### src/rtl/display_scan_ctrl.sv
// display_scan_ctrl
// Time-multiplexed scan controller for a 4-digit seven-segment display.
// A prescaler holds each digit for REFRESH_DIV cycles. digit_sel rotates
// 0..3 (leftmost..rightmost), and bcd_out carries the matching BCD nibble
// to the downstream anode/segment decoder.
// New 4-digit values are double buffered. A load captures value_in into
// a pending buffer. The pending value becomes the active value only at a
// frame boundary, so a frame is never drawn from two different values.
//
// Ports:
//   clk        system clock
//   rst        synchronous, active-high reset
//   value_in   four BCD nibbles, [15:12] leftmost digit
//   load       one-cycle capture request for value_in
//   busy       high while a captured value waits for the frame boundary
//   load_ack   one-cycle pulse when the captured value becomes visible
//   frame_tick one-cycle pulse in the first cycle of every frame
//   digit_sel  digit being driven, 0 = leftmost
//   bcd_out    code for the selected digit (DASH_CODE if the frame is invalid)
module display_scan_ctrl #(
  parameter int unsigned REFRESH_DIV = 100000,
  parameter logic [3:0]  DASH_CODE   = 4'd10
) (
  input  logic        clk,
  input  logic        rst,
  input  logic [15:0] value_in,
  input  logic        load,
  output logic        busy,
  output logic        load_ack,
  output logic        frame_tick,
  output logic [1:0]  digit_sel,
  output logic [3:0]  bcd_out
);

  localparam int unsigned PW = (REFRESH_DIV > 1) ? $clog2(REFRESH_DIV) : 1;
  localparam logic [PW-1:0] TC_VAL = PW'(REFRESH_DIV - 1);

  typedef enum logic {
    IDLE = 1'b0,
    PEND = 1'b1
  } state_t;

  state_t        state;
  logic [PW-1:0] prescaler;
  logic [15:0]   active;
  logic [15:0]   pending;
  logic          err;
  logic          tc;
  logic          fb;
  logic [3:0]    nibble;

  // Returns 1 when any of the four nibbles is not a decimal digit.
  function automatic logic bcd_invalid(input logic [15:0] v);
    logic bad;
    bad = 1'b0;
    for (int i = 0; i < 4; i++) begin
      if (v[i*4 +: 4] > 4'd9) begin
        bad = 1'b1;
      end else begin
        bad = bad;
      end
    end
    return bad;
  endfunction

  assign tc = (prescaler == TC_VAL);
  // The frame boundary is the last cycle of the rightmost digit.
  assign fb = tc && (digit_sel == 2'd3);

  // Dwell prescaler and digit rotation.
  always_ff @(posedge clk) begin
    if (rst) begin
      prescaler <= '0;
      digit_sel <= 2'd0;
    end else if (tc) begin
      prescaler <= '0;
      digit_sel <= digit_sel + 2'd1;
    end else begin
      prescaler <= prescaler + PW'(1);
      digit_sel <= digit_sel;
    end
  end

  // Load handshake FSM with double buffer and registered status pulses.
  always_ff @(posedge clk) begin
    if (rst) begin
      state      <= IDLE;
      active     <= 16'h0000;
      pending    <= 16'h0000;
      err        <= 1'b0;
      busy       <= 1'b0;
      load_ack   <= 1'b0;
      frame_tick <= 1'b0;
    end else begin
      frame_tick <= fb;
      load_ack   <= 1'b0;
      case (state)
        IDLE: begin
          // A load coinciding with the boundary is only captured here;
          // the transfer waits for the following boundary.
          if (load) begin
            pending <= value_in;
            state   <= PEND;
            busy    <= 1'b1;
          end else begin
            state   <= IDLE;
            busy    <= 1'b0;
          end
        end
        PEND: begin
          if (fb) begin
            active   <= pending;
            err      <= bcd_invalid(pending);
            load_ack <= 1'b1;
            // A load on the boundary cycle refills the buffer just emptied.
            if (load) begin
              pending <= value_in;
              state   <= PEND;
              busy    <= 1'b1;
            end else begin
              state   <= IDLE;
              busy    <= 1'b0;
            end
          end else if (load) begin
            pending <= value_in;
            state   <= PEND;
            busy    <= 1'b1;
          end else begin
            state   <= PEND;
            busy    <= 1'b1;
          end
        end
        default: begin
          state <= IDLE;
          busy  <= 1'b0;
        end
      endcase
    end
  end

  // Digit nibble select; an invalid frame shows a dash on every digit.
  always_comb begin
    nibble = 4'd0;
    case (digit_sel)
      2'd0:    nibble = active[15:12];
      2'd1:    nibble = active[11:8];
      2'd2:    nibble = active[7:4];
      2'd3:    nibble = active[3:0];
      default: nibble = 4'd0;
    endcase
    if (err) begin
      bcd_out = DASH_CODE;
    end else begin
      bcd_out = nibble;
    end
  end

endmodule

### config.mk
export PLATFORM = sky130hd
export DESIGN_NAME = display_scan_ctrl
export DESIGN_NICKNAME = d
export VERILOG_FILES = /design/src/rtl/display_scan_ctrl.sv
export SDC_FILE = /design/constraint.sdc
export NUM_CORES = 1
export LEC_CHECK = 0
export ABC_CLOCK_PERIOD_IN_PS = 3900
export BUFFER_PORTS_ARGS = -buffer_cell sky130_fd_sc_hd__buf_2
export CORE_AREA = 2 2 76 71
export CTS_CLUSTER_SIZE = 40
export DETAILED_ROUTE_END_ITERATION = 12
export DIE_AREA = 0 0 78 73
export PLACE_DENSITY_LB_ADDON = 0.12
export SYNTH_ARGS = -nofsm -noshare
export SYNTH_HDL_FRONTEND = slang
export SYNTH_SLANG_ARGS = --single-unit
### constraint.sdc
create_clock -name clk -period 3.9 [get_ports clk]
set_input_delay 0.78 -clock clk [delete_from_list [all_inputs] [get_ports clk]]
set_output_delay 0.78 -clock clk [all_outputs]
set_load 0.1 [all_outputs]
# Yosys cells after proc, flatten, opt, wreduce, memory -nomap -nowiden
# Cells that the tools add are included.
# word_totals
input_bits	19
output_inout_bits	9
wordCells	35
regBits	55
# op_classes
n_mux	11
n_bitwise	1
magnitude_cmp	4
n_eq_ne	4
n_reduce_logical	5
add_sub_neg	2
# op_table
cell	count
adder 17 x 1 -> 17 bit (second input constant)	1
== test 17 bit (second input constant)	1
> comparator 4 bit (second input constant)	4
2-to-1 mux 16 bit	1
case mux 4 bit (4 select lines)	1
2-to-1 mux 1 bit	7
== test 2 bit (second input constant)	2
2-to-1 mux 4 bit	1
OR reduction 2 bit	2
adder 2 x 1 -> 2 bit (second input constant)	1
== test 2 x 1 -> 1 bit (second input constant)	1
zero test 2 bit	1
case mux 1 bit (2 select lines)	1
AND reduction 2 bit	1
logical AND 1 bit	1
NOT 1 bit	1

# Depth between registers and ports, before layout
# Gate-level depths: netlist of the first run.
# depth
word_depth	5
depth_mapped	7
mapped_depth_nobuf	6

# Worst setup path after synthesis of the first run
# Ideal clock, no wire load.
# synth_timing
path_type	register -> output
startpoint	register digit_sel[0]
endpoint	output bcd_out[0]
n_path_buf	0
arrival_ns	2.848
stages_incl_launch_ff	6
required_ns	3.120
setup_slack_ns	0.272
cell_sequence	dfxtp_1 inv_1 ha_1 nor2_1 a21oi_1 nor2_1
# synth_via
elab_chain_cells	3
word_cells_on_any_way	6
classes_between	3 x eq/ne; 2 x mux; 1 x reduce/logical
# synth_rtl
element	line_no	rtl
start: declaration	31	output logic [1:0] digit_sel,
start signal: assignment	77	digit_sel <= digit_sel + 2'd1;
start signal: assignment	80	digit_sel <= digit_sel;
== test 2 bit, or another cell as far along	144	case (digit_sel)
case mux 4 bit (4 select lines) (*)	144	
2-to-1 mux 4 bit (*)	151	if (err) begin
end: declaration	32	output logic [3:0] bcd_out
# Mark *: on every way between the ends. The rest lies on a longest branch, timed or not.

# Worst setup path in the final report of the first run
# layout_timing
startpoint	register digit_sel[0]
endpoint	output bcd_out[1]
# The elaborated chain is that of the path after synthesis.

==> metrics, run 1 <==
Die Wd=78 µm; Syn Nets=293; slew margin rel.=53.9%; multiplexer area fraction after synthesis=6.74%; WL met2=1920 µm; met1 WL=2770 µm; Finish-stage setup viols=0; largest family of logic cells by synthesized area=simple AND/OR/NAND/NOR gates; met3 wire length=231 µm; LEAKAGE=0.998 nW; Worst Tran Pin Value=692 ps; drt drc=0; Area Overhead vs Synth=10.6%; MaxCap Viol Count=0; Syn Inst Count=269; via/cell ratio=5.39; Slew Limit Fails=0; achievable clock frequency=0.354 GHz; largest net degree at the start of global routing=40; Hold Crit Class=flip-flop to flip-flop; crit-path max FO=6; gr usage total=18.5%; RSZ-0062 raised after global routing=false; hpwl dp=3400 µm; Avg WL per Cell=13.9 µm; crit start category=flip-flop; Pwr Density=369 nW/µm²; top post-synthesis cells by area=dfxtp_1 (46%), mux2i_1 (6.7%), nor2_1 (5.8%); Placeable Area=5000 µm²; worst-path cell chain=inv_1 > ha_1 > a222oi_1 > nand2_1 > a21o_1 > buf_2; CTS Buffer Depth=2; worst endpoint required time=3120 ps; vias in the first global route=1676; Tmin final=2820 ps; Tot Pwr=0.000971 W; H-tree depth=2; Yosys warnings=0; Post-Syn Area=2380 µm²; Hold Violations, Final=0; Async SR Flop Fraction=0%; Die Area=5690 µm²; top cell type's share of synthesized area=46.3%; fin util=52.6%; status=complete, no violations; adder-cell area share of the yosys netlist=2.63%; Cell variety after synth=32; Sink Count=55; Root Buffer Master=clkbuf_8; hold buffers post-CTS=0; nets@finish=313; Max Used Layer=met4; postcts setup bufs=0; clock edge transition at the registers on the reported setup and hold paths=100 ps; Critical Path AT=2040 ps; WS Path Type=flip-flop to output pin; worst ir drop on vdd=0.000249 V; GPL Wtd Cong=0.768; Initial Utilization=47.5%; Fin Clk Skew=13.5 ps; crit share post-route=72.4%; DRT iter0 DRCs=222; grt total ovfl=0; ys flop type=dfxtp_1; CTS tree=built; Post-DRT Antenna Nets=0; commonest cells after routing, fill and taps aside=dfxtp_1 (55), nor2_1 (37), buf_2 (27); PortBufs=27; Total Negative Setup Slacks=0 ps; complex-gate fraction of the synthesized area=12.4%; register area share after synthesis=46.3%; EDFF count, synth=0; height of the die=73 µm; first-pass detailed-route iteration total=4; Routed Wire Length=4970 µm; Inserted Diodes=0; Mapped Avg Cell Area=8.84 µm²; antenna violations before repair=0; row cnt=25; CP max stage delay=420 ps; Critical Path End Type=output pin; IO Pins=28; CTS Buf Count=5; Synth area leader=dfxtp_1; DR vias=1923; XOR/XNOR Fraction of Synth Area=5.16%; commonest non-fill, non-tap cell in the layout=dfxtp_1; share of cells above drive strength 1=13.8%; flops & latches, synth=55; worst skew pair latency=310 ps; first-pass GRT wire length=8250 µm; slowest CP cell=dfxtp_1; post-cts sizing count=0; Post-Synth Simple-Gate Area=22.4%
==> kinds of logic after synthesis <==
group                      count (synthesis)
and+or+nand+nor                          103
DFF                                       55
AOI/OAI and AO/OA                         54
buffers and inverters                     22
muxes                                     16
xor gates and xnor gates                  14
adders and majority gates                  5
==> cell usage after synthesis, types with 5 or more instances <==
library cell	instances
a21oi_1	23
clkbuf_1	10
dfxtp_1	55
ha_1	5
inv_1	6
mux2i_1	16
nand2_1	7
nand3_1	24
nand4_1	10
nor2_1	37
o21ai_0	16
o21ai_1	9
or3_1	5
xnor2_1	8
xor2_1	6
==> report_power, final <==
group | switching (W) | total [W] | internal [W]
logic | 0.0000305 | 0.0000521 | 0.0000216
registers | 0.0000116 | 0.000586 | 0.000574
clock network | 0.000187 | 0.000332 | 0.000145
==> registers in the layout (all words and copies together), names as in the netlist <==
register,cells
prescaler,17
active,16
pending,16
digit_sel,2
err,1
frame_tick,1
load_ack,1
state,1
==> metrics by stage <==
stage / worst slack [ps] / instance area [µm²] / cells / hold WS [ps]
after floorplan: 272 / 2380 / 269 / 443
after global placement: 1540 / 2530 / 349 / 461
after detailed placement: 1450 / 2530 / 349 / 461
after CTS: 1080 / 2630 / 357 / 474
after global routing: 956 / 2630 / 357 / 489
final: 1080 / 2630 / 357 / 472
==> final timing paths <==
kind	from	to	slack, ps	depth (start not counted)
worst max-delay path	digit_sel[0]$_SDFFE_PP0N_	bcd_out[1]	1080	6
worst min-delay path	pending[12]$_SDFFE_PP0P_	active[12]$_SDFFE_PP0P_	470	2
worst max register to register	prescaler[0]$_SDFF_PP0_	active[11]$_SDFFE_PP0P_	1640	5
worst min register to register	pending[12]$_SDFFE_PP0P_	active[12]$_SDFFE_PP0P_	470	2
==> critical path: cells and delay by family (launching register included) <==
family / cells / cell delay, ps
flops: 1 / 420
compound gates: 2 / 580
fa+ha+maj: 1 / 270
simple gates: 1 / 90
buf+inv: 2 / 370
==> layout make-up <==
type                       count  area, µm²
fill                         509       2370
timing repair buffer          29        150
clock inverter                 2       16.3
inverter                       6       22.5
tap                           67       83.8
sequential                    55       1100
clock buffer                   6       82.6
multi-input combinational    192       1170
==> routing by layer <==
metal | vias up | GRT usage, %
li1 | 993 | -
met2 | 41 | 24.5
met4 | 0 | 6.43
met3 | 5 | 4.21
met5 | - | 0
met1 | 884 | 29.0
No activity file was read; power rests on OpenSTA's default activity.
==> inputs of run 2 (changes only) <==
--- a/config.mk
+++ b/config.mk
@@ -5,7 +5,7 @@
 export SDC_FILE = /design/constraint.sdc
 export NUM_CORES = 1
 export LEC_CHECK = 0
-export ABC_CLOCK_PERIOD_IN_PS = 3900
+export ABC_CLOCK_PERIOD_IN_PS = 2450
 export BUFFER_PORTS_ARGS = -buffer_cell sky130_fd_sc_hd__buf_2
 export CORE_AREA = 2 2 76 71
 export CTS_CLUSTER_SIZE = 40
==> constraint.sdc (replaced) <==
create_clock -name clk -period 2.45 [get_ports clk]
set_input_delay 0.49 -clock clk [delete_from_list [all_inputs] [get_ports clk]]
set_output_delay 0.49 -clock clk [all_outputs]
set_load 0.1 [all_outputs]
==> metrics, run 2 (synthesized netlist as in run 1, its figures left out) <==
Hold Violations, Final=0 (unchanged); MaxCap Viol Count=0 (unchanged); crit start category=flip-flop; antenna violations before repair=0 (unchanged); largest net degree at the start of global routing=37 (-7.5%); hpwl dp=3480 µm (+2.2%); height of the die=73 µm (unchanged); Fillers=505 (-0.79%); gr usage total=19.1% (+0.62 points); DR vias=1946 (+1.2%); DRT iter0 DRCs=125 (-44%); Placeable Area=5000 µm² (unchanged); Worst Tran Pin Value=638 ps (-54.0 ps); critical path's top delay family=compound AO/OA/AOI/OAI gates; Post-DP Area=2590 µm² (+2.3%); Area Overhead vs Synth=13.5%; Hold Path Stages=2 (unchanged); largest registers=prescaler x17, active x16, pending x16; first-pass detailed-route iteration total=4 (unchanged); FF-to-FF path depth=4 (-1); achievable clock frequency=0.422 GHz; postcts setup bufs=0 (unchanged); nets@finish=318 (+1.6%); Finish-stage setup viols=0 (unchanged); Critical Path AT=1880 ps (-160 ps); slowest CP cell=a222oi_1; CTS Buffer Depth=2 (unchanged); commonest cells after routing, fill and taps aside=dfxtp_1 (53), nor2_1 (35), nand3_1 (24); Hold Crit Class=input port to flip-flop; crit path buf inv count=2 (unchanged); Critical Path End Type=output pin; fin util=53.9% (+1.4 points); cell area after layout=2700 µm² (+2.6%); final worst slack=80.5 ps (-997 ps); Slew Limit Fails=0 (unchanged); clock edge transition at the registers on the reported setup and hold paths=90 ps (about the same); worst-path cell chain=inv_1 > ha_1 > a222oi_1 > nor2_1 > a21oi_2 > nor2_4 > buf_6; Avg WL per Cell=13.9 µm (about the same); CTS tree=built; GPL Wtd Cong=0.780 (+1.7%); LEAKAGE=1.02 nW (+2.5%); hold buffers post-CTS=0 (unchanged); IO Pins=28 (unchanged); commonest non-fill, non-tap cell in the layout=dfxtp_1; CP max stage delay=390 ps (-30 ps); worst skew pair latency=310 ps (about the same); worst reg2reg setup slack=370 ps (-1270 ps); status=complete, no violations; R2R Path End=active[1]$_SDFFE_PP0P_; worst endpoint required time=1960 ps (-1160 ps); RSZ-0062 raised after global routing=true; Post-DRT Antenna Nets=0 (unchanged); share of cells above drive strength 1=16.9% (+3.2 points); Sink Count=55 (unchanged); Routed Wire Length=5050 µm (+1.5%); Initial Utilization=47.5% (unchanged); Tmin final=2370 ps; via/cell ratio=5.38 (-0.20%); drt drc=0 (unchanged); first-pass GRT wire length=8560 µm (+3.8%); PortBufs=27 (unchanged); Hold Crit Endpoint=digit_sel[0]$_SDFFE_PP0N_; max reg flops=17 (unchanged); CTS Buf Count=5 (unchanged); row cnt=25 (unchanged); Die Area=5690 µm² (unchanged); grt total ovfl=0 (unchanged); Pwr Density=560 nW/µm² (+52%); Die Wd=78 µm (unchanged); Root Buffer Master=clkbuf_8; pre-CTS setup slack=286 ps (-1170 ps); H-tree depth=2 (unchanged); slew margin rel.=57.3% (+3.5 points); hold path startpoint=rst; Inserted Diodes=0 (unchanged); FF-to-FF Start=prescaler[6]$_SDFF_PP0_; crit share post-route=96.7%; Reg with most FFs=prescaler; Fin Clk Skew=7.05 ps (-6.41 ps); Tot Pwr=0.00151 W (+56%); WS Path Type=flip-flop to output pin; crit-path max FO=6 (unchanged); final hold slack=367 ps (-104 ps); worst ir drop on vdd=0.000324 V (+30%); vias in the first global route=1692 (+0.95%)
[run 2: layout make-up]
| class | instances | area (µm²) | share of cell area, % |
|---|---|---|---|
| Sequential cell | 55 | 1100 | 40.9 |
| Timing Repair Buffer | 34 | 209 | 7.74 |
| Multi-Input combinational cell | 192 | 1200 | 44.4 |
| Clock inverter | 1 | 5.00 | 0.185 |
| Clock buffer | 7 | 76.3 | 2.83 |
| Inverter | 6 | 22.5 | 0.834 |
| Tap cell | 67 | 83.8 | 3.11 |
[run 2: per-layer routing]
layer	routed length (µm)	up-vias	track usage, %
met5	0	-	0
met4	52	0	5.26
met3	218	6	4.70
met2	1870	39	23.9
met1	2910	897	31.5
li1	-	1004	-
[run 2: how the worst max path moves through the flow]
stage / from / to / slack (ps) / depth (start not counted)
finish: digit_sel[0]$_SDFFE_PP0N_ / bcd_out[2] / 80 / 7
global route: digit_sel[0]$_SDFFE_PP0N_ / bcd_out[2] / -0.1 / 7
CTS: digit_sel[0]$_SDFFE_PP0N_ / bcd_out[1] / 30 / 6
detailed placement: digit_sel[0]$_SDFFE_PP0N_ / bcd_out[2] / 290 / 7
global placement: digit_sel[0]$_SDFFE_PP0N_ / bcd_out[2] / 370 / 7
floorplan: digit_sel[0]$_SDFFE_PP0N_ / bcd_out[1] / 10 / 5
[run 2: timing repair]
item | CTS | global route
setup endpoints to repair | 2 | 4
pin swaps | 0 | 1
resized for setup | 3 | 8
cloned | 0 | 0
[run 2: through the flow]
stage	TNS, ps	std cells
CTS	0	362
global route	-0.131	362
finish	0	362
floorplan	0	269
global placement	0	354
detailed placement	0	354
[run 2: worst reg2reg max path, delay by kind of cell, from the launching register on]
kind | cells | cell delay, ps
DFF | 1 | 400
and+or+nand+nor | 2 | 1200
AOI/OAI and AO/OA | 2 | 360
[run 2: power by group]
group          switching (W)  internal (W)
clock               0.000286      0.000201
sequential         0.0000167      0.000914
combinational      0.0000524     0.0000396
